## src/rtl/sev_seg_pkg.sv

```systemverilog
// Shared types for the seven-segment scan controller.
// Digit count, BCD nibble type and scan FSM states.
package sev_seg_pkg;

  localparam int NUM_DIGITS = 8;

  typedef logic [3:0] bcd_t;

  typedef enum logic [1:0] {
    IDLE,
    GUARD,
    DRIVE
  } scan_state_t;

endpackage

```

## src/rtl/sev_seg_scan_ctrl_if.sv

```systemverilog
// Display image load port: valid/ready handshake
// carrying an 8-digit BCD image and digit enable mask.
interface sev_seg_scan_ctrl_if;
  import sev_seg_pkg::*;

  logic                      load_valid;
  logic                      load_ready;
  logic [4*NUM_DIGITS-1:0]   load_data;
  logic [NUM_DIGITS-1:0]     load_mask;

  modport master (
    output load_valid,
    output load_data,
    output load_mask,
    input  load_ready
  );

  modport slave (
    input  load_valid,
    input  load_data,
    input  load_mask,
    output load_ready
  );

endinterface

```

## src/rtl/sev_seg_lzb.sv

```systemverilog
// Leading-zero blanking: flags digits 7..1 that sit in
// an all-zero run reaching the leftmost digit.
module sev_seg_lzb
  import sev_seg_pkg::*;
(
  input  logic [4*NUM_DIGITS-1:0] img,
  input  logic                    lzb_en,
  output logic [NUM_DIGITS-1:0]   blank
);

  logic run;

  // digit 0 is never blanked so an all-zero image shows "0"
  always_comb begin
    blank = '0;
    run   = lzb_en;
    for (int i = NUM_DIGITS - 1; i > 0; i--) begin
      run      = run & (img[4*i +: 4] == bcd_t'(0));
      blank[i] = run;
    end
  end

endmodule

```

## src/rtl/sev_seg_scan_ctrl.sv

```systemverilog
// Multiplexed 8-digit display scanner with double-buffered
// image, anti-ghost guard interval and leading-zero blanking.
module sev_seg_scan_ctrl
  import sev_seg_pkg::*;
#(
  parameter int TICK_DIV  = 100000,
  parameter int GUARD_CYC = 1000
) (
  input  logic                  clk,
  input  logic                  rst,
  input  logic                  enable,
  sev_seg_scan_ctrl_if.slave    load,
  input  logic                  lzb_en,
  output logic [2:0]            digit_sel,
  output bcd_t                  digit_bcd,
  output logic                  digit_on,
  output logic                  frame_done
);

  localparam int CW = (TICK_DIV > 1) ? $clog2(TICK_DIV) : 1;
  localparam logic [CW-1:0] TICK_LAST = CW'(TICK_DIV - 1);
  localparam logic [CW-1:0] GUARD_LAST =
    CW'((GUARD_CYC > 0) ? GUARD_CYC - 1 : 0);
  localparam scan_state_t SLOT_START =
    (GUARD_CYC == 0) ? DRIVE : GUARD;

  logic [4*NUM_DIGITS-1:0] shadow_img, active_img;
  logic [4*NUM_DIGITS-1:0] active_img_d;
  logic [NUM_DIGITS-1:0]   shadow_mask, active_mask;
  logic [NUM_DIGITS-1:0]   active_mask_d;
  logic                    pending, pending_d;
  logic [CW-1:0]           cnt, cnt_d;
  logic [2:0]              idx, idx_d;
  scan_state_t             state, state_d;
  logic                    wrap, commit, accept;
  logic [NUM_DIGITS-1:0]   blank;

  assign load.load_ready = !pending;
  assign accept = load.load_valid & !pending;

  always_comb begin
    state_d = state;
    cnt_d   = cnt;
    idx_d   = idx;
    wrap    = 1'b0;
    if (!enable) begin
      state_d = IDLE;
      cnt_d   = '0;
      idx_d   = '0;
    end else begin
      unique case (state)
        IDLE: begin
          state_d = SLOT_START;
          cnt_d   = '0;
          idx_d   = '0;
        end
        GUARD: begin
          cnt_d = cnt + CW'(1);
          if (cnt == GUARD_LAST) state_d = DRIVE;
        end
        DRIVE: begin
          if (cnt == TICK_LAST) begin
            cnt_d   = '0;
            idx_d   = idx + 3'd1;
            state_d = SLOT_START;
            wrap    = (idx == 3'd7);
          end else begin
            cnt_d = cnt + CW'(1);
          end
        end
        default: state_d = IDLE;
      endcase
    end
  end

  // swap buffers only between frames so a frame never tears
  assign commit = pending & (wrap | (state == IDLE));
  assign active_img_d  = commit ? shadow_img : active_img;
  assign active_mask_d = commit ? shadow_mask : active_mask;
  assign pending_d = accept | (pending & !commit);

  sev_seg_lzb u_lzb (
    .img    (active_img_d),
    .lzb_en (lzb_en),
    .blank  (blank)
  );

  always_ff @(posedge clk or negedge rst) begin
    if (!rst) begin
      shadow_img  <= '0;
      shadow_mask <= '0;
      active_img  <= '0;
      active_mask <= '0;
      pending     <= 1'b0;
      cnt         <= '0;
      idx         <= '0;
      state       <= IDLE;
      digit_sel   <= '0;
      digit_bcd   <= '0;
      digit_on    <= 1'b0;
      frame_done  <= 1'b0;
    end else begin
      if (accept) begin
        shadow_img  <= load.load_data;
        shadow_mask <= load.load_mask;
      end
      active_img  <= active_img_d;
      active_mask <= active_mask_d;
      pending     <= pending_d;
      cnt         <= cnt_d;
      idx         <= idx_d;
      state       <= state_d;
      digit_sel   <= idx_d;
      digit_bcd   <= (state_d == IDLE) ? bcd_t'(0)
                   : active_img_d[{idx_d, 2'b00} +: 4];
      digit_on    <= (state_d == DRIVE)
                   & active_mask_d[idx_d] & !blank[idx_d];
      frame_done  <= wrap;
    end
  end

endmodule

```

## src/flat_wrapper.sv

```systemverilog
// flat-port wrapper written by rule: the top's interface ports become plain ports
module sev_seg_scan_ctrl_flat import sev_seg_pkg::*;
#(
  parameter int TICK_DIV  = 100000,
  parameter int GUARD_CYC = 1000
)
  (clk, rst, enable, lzb_en, digit_sel, digit_bcd, digit_on, frame_done, load_load_valid, load_load_data, load_load_mask, load_load_ready);
  sev_seg_scan_ctrl_if load_i ();
  input  logic clk;
  input  logic rst;
  input  logic enable;
  input  logic lzb_en;
  output logic [2:0] digit_sel;
  output bcd_t digit_bcd;
  output logic digit_on;
  output logic frame_done;
  input wire logic [$bits(load_i.load_valid)-1:0] load_load_valid;
  input wire logic [$bits(load_i.load_data)-1:0] load_load_data;
  input wire logic [$bits(load_i.load_mask)-1:0] load_load_mask;
  output wire logic [$bits(load_i.load_ready)-1:0] load_load_ready;
  assign load_i.load_valid = load_load_valid;
  assign load_i.load_data = load_load_data;
  assign load_i.load_mask = load_load_mask;
  assign load_load_ready = load_i.load_ready;
  sev_seg_scan_ctrl #(.TICK_DIV(TICK_DIV), .GUARD_CYC(GUARD_CYC)) u_core (.clk(clk), .rst(rst), .enable(enable), .load(load_i), .lzb_en(lzb_en), .digit_sel(digit_sel), .digit_bcd(digit_bcd), .digit_on(digit_on), .frame_done(frame_done));
endmodule
```

## config.mk

```make
export PLATFORM = sky130hd
export DESIGN_NAME = sev_seg_scan_ctrl_flat
export DESIGN_NICKNAME = d
export VERILOG_FILES = /design/src/rtl/sev_seg_pkg.sv /design/src/rtl/sev_seg_scan_ctrl_if.sv /design/src/rtl/sev_seg_lzb.sv /design/src/rtl/sev_seg_scan_ctrl.sv /design/src/flat_wrapper.sv
export SDC_FILE = /design/constraint.sdc
export NUM_CORES = 1
export LEC_CHECK = 0
export BUFFER_PORTS_ARGS = -buffer_cell sky130_fd_sc_hd__buf_4
export CAP_MARGIN = 10
export CORE_ASPECT_RATIO = 1.25
export CORE_MARGIN = 5
export CORE_UTILIZATION = 45
export DETAILED_ROUTE_END_ITERATION = 10
export GPL_TIMING_DRIVEN = 0
export SETUP_SLACK_MARGIN = 0.3
export SLEW_MARGIN = 25
export SYNTH_ARGS = -nofsm -noshare
export SYNTH_HDL_FRONTEND = slang
export SYNTH_SLANG_ARGS = --single-unit
```

## constraint.sdc

```tcl
create_clock -name clk -period 3 [get_ports clk]
set_input_delay 0.6 -clock clk [delete_from_list [all_inputs] [get_ports clk]]
set_output_delay 0.6 -clock clk [all_outputs]
set_load 0.05 [all_outputs]
```

==> impl_metrics.yaml <==
grt:
  grt_pass1_wl_um: 19400
  grt_pass1_vias: 3823
  overflow: 0
  grt_use_total_pct: 17.8
  grt_max_degree: 110
  antenna_found_initial: 0
critical_path:
  crit_arrival_ns: 2.93
  r2r_setup_slack_ns: 0.29
  cp_max_fo: 10
  cp.required_ns: 3.22
  start_kind: "flip-flop"
  r2r_start: "u_core.cnt[1]$_DFFE_PN0P_"
  critPathKind: "flip-flop to flip-flop"
  end_kind: "flip-flop"
  r2r-end: "u_core.digit_bcd[1]$_DFF_PN0_"
  worst-r2r-cell-count: 11
clocking:
  htree_levels: 3
  clockBufferDepth: 2
  clk_latency_ns: 0.35
  ctsRootBufferMaster: "clkbuf_16"
  cts_buffers: 9
  cts_tree: "yes"
  cts.sinks: 109
  path_clk_slew_ns: 0.07
placed_design:
  dp_hpwl_um: 8030
  portBuffers: 54
  place_congestion: 0.813
  placed_cells_incl_taps: 618
  placedInstanceArea_um2: 5790
routing:
  dr_total_vias: 3634
  final_antenna_net_count: 0
  vias_per_cell: 5.57
  wl_per_cell_um: 17.6
  drt_iter0_markers: 116
  firstDrtPassIters: 4
  drcViolationCount: 0
  wirelength_um: 11500
die:
  coreArea_um2: 11500
  die_h_um: 130
  die_w_um: 106
  design.die.area_um2: 13800
  rows: 44
  initial_utilization_pct: 45.5
  io_pins: 55
power_and_ir_drop:
  p_per_area_nw_per_um2: 649
  ir_worst_vdd_v: 0.000383
  p_leak_uw: 0.00277
timing:
  slew_headroom_pct: 43.2
  period_share_pct: 90.3
  period_needed_ns: 2.71
  setup_tns_ns: 0
  finClkSkew_ns: 0.00706
  worst_slew_pin_slew_ns: 0.852
  hold_viol: 0
  fmax_mhz: 369
  rsz0062_at_grt: "true"
  maxSlewViolCount: 0
  setup_viol: 0
layout:
  syn_to_final_growth_pct: 23.1
  stdcell_count: 653
  postLayoutCellArea_um2: 6400
  nets: 562
  antennaDiodeCount: 0
  drive_gt1_share_pct: 44.1
  fin_util_pct: 55.9
synth:
  ys_seq_elements: 109
  synth_async_sr_flop_share_pct: 100
  synth_top_area_share_pct: 52.4
  synth_warnings: 0
  synth_top_flop_cell: "dfrtp_1"
  synth.largest_area_cell: "dfrtp_1"
  synth_cell_types: 54
  seq_area_frac_synth_pct: 52.4
  syn_nets: 478
  synth_area_leaders: "dfrtp_1, mux2_2, mux2i_1"
  syn-instance-count: 426
  syn_area_um2: 5200
  syn_area_per_cell_um2: 12.2
  synth_edf_count: 0
flow_run:
  maxCapViolCount: 0
run_status:
  run_status: "completed"
min_path:
  holdCritPathClass: "input port to async pin"
-- synth_stat cells (2+ instances only) --
| cell | n |
|---|---|
| a2111oi_0 | 2 |
| a211oi_1 | 7 |
| a21boi_0 | 2 |
| a21oi_1 | 9 |
| a31oi_1 | 3 |
| and3_1 | 4 |
| buf_2 | 4 |
| buf_4 | 3 |
| buf_6 | 2 |
| clkbuf_1 | 6 |
| dfrtp_1 | 109 |
| ha_1 | 7 |
| inv_1 | 7 |
| mux2_2 | 95 |
| mux2i_1 | 12 |
| nand2_1 | 28 |
| nand2b_1 | 4 |
| nand3_1 | 12 |
| nand4_1 | 2 |
| nor2_1 | 28 |
| nor2b_1 | 4 |
| nor3_1 | 8 |
| nor4_1 | 11 |
| o211ai_1 | 2 |
| o21ai_0 | 14 |
| o21bai_1 | 2 |
| o41ai_1 | 2 |
| or3_1 | 2 |
| or4_1 | 4 |
| xnor2_1 | 3 |
| xor2_1 | 5 |
-- timing repair --
action,CTS,global route
pin swaps,6,5
setup endpoints to repair,5,9
buffers inserted,15,3
hold buffers,0,0
gates resized for setup,22,21
gates cloned,1,0
-- cells in the final DEF, fill, tap and decap left out, types with 5 or more instances in the layout --
master and n:
buf_4 69, mux2_2 92, clkbuf_1 6, nor2_1 27, dfrtp_1 105, mux2i_1 9, o21ai_0 14, nand3_1 11
clkbuf_16 9, nor4_1 11, buf_6 5, a211oi_1 6, a21oi_1 9, nor3_1 6, xor2_1 5, nand2_1 26
inv_1 6
-- area by class of cell --
class                           instances  area (um2)
Inverter                                8        32.5
Clock buffer                           10         239
Timing Repair Buffer                   73         587
Fill cell                            1033        5050
Multi-Input combinational cell        293        2480
Clock inverter                          6        43.8
Tap cell                              138         173
Sequential cell                       109        2730
Buffer                                 16         118
-- registers in the layout, summed over array words and instances (netlist names) --
| name | cells |
|---|---|
| u_core.shadow_img | 32 |
| u_core.cnt | 17 |
| u_core.pending | 1 |
| u_core.state | 2 |
| u_core.digit_on | 1 |
| u_core.frame_done | 1 |
| u_core.active_mask | 8 |
| u_core.digit_sel | 3 |
| u_core.active_img | 32 |
| u_core.shadow_mask | 8 |
| u_core.digit_bcd | 4 |
-- where the power goes --
group          switching, uW  total, uW  internal (uW)
clock                    551       1140            593
combinational            432        993            561
sequential               199       2020           1820
-- through the flow --
stage,setup slack [ns],power (uW),hold slack [ns]
after floorplan,0.312,2660,0.304
after global placement,-0.00404,2940,0.450
after detailed placement,-0.0310,2970,0.463
after CTS,0.296,4180,0.442
after global routing,0.214,4400,0.435
final,0.292,4160,0.374
-- worst max-delay path by stage --
stage | from | endpoint | depth (start not counted)
finish | u_core.cnt[1]$_DFFE_PN0P_ | u_core.digit_bcd[1]$_DFF_PN0_ | 11
global route | u_core.digit_sel[0]$_DFF_PN0_ | u_core.digit_bcd[1]$_DFF_PN0_ | 12
detailed placement | u_core.cnt[0]$_DFFE_PN0P_ | u_core.digit_on$_DFF_PN0_ | 10
CTS | u_core.cnt[1]$_DFFE_PN0P_ | u_core.digit_bcd[0]$_DFF_PN0_ | 11
global placement | u_core.cnt[0]$_DFFE_PN0P_ | u_core.digit_bcd[0]$_DFF_PN0_ | 10
floorplan | u_core.digit_sel[0]$_DFF_PN0_ | u_core.digit_bcd[1]$_DFF_PN0_ | 11
-- layer usage --
| layer | wire [um] | global-route usage, % |
|---|---|---|
| met1 | 5190 | 23.7 |
| met2 | 5820 | 29.4 |
| met3 | 278 | 2.62 |
| met4 | 221 | 6.78 |
| met5 | 0 | 0 |
-- kinds of logic (layout without fill, tap and decap cells) --
logic type | Yosys count | after routing | share of synthesized area (%)
adders and majority gates | 7 | 7 | 1.68
AOI/OAI and AO/OA | 52 | 52 | 7.14
muxes | 108 | 108 | 23.1
DFF | 109 | 109 | 52.4
buffers and inverters | 24 | 113 | 2.33
xor gates and xnor gates | 8 | 8 | 1.35
and+or+nand+nor | 118 | 118 | 11.9
-- critical path: stages (launching register included) --
cell	delay, ns
dfrtp_1	0.39
ha_2	0.19
and3_4	0.19
and3_4	0.19
a32oi_4	0.27
buf_12	0.16
buf_4	0.12
buf_8	0.13
mux2_2	0.35
mux2_2	0.29
mux2i_1	0.18
a211oi_1	0.11
Note: power is estimated with default switching activity, not from simulation.
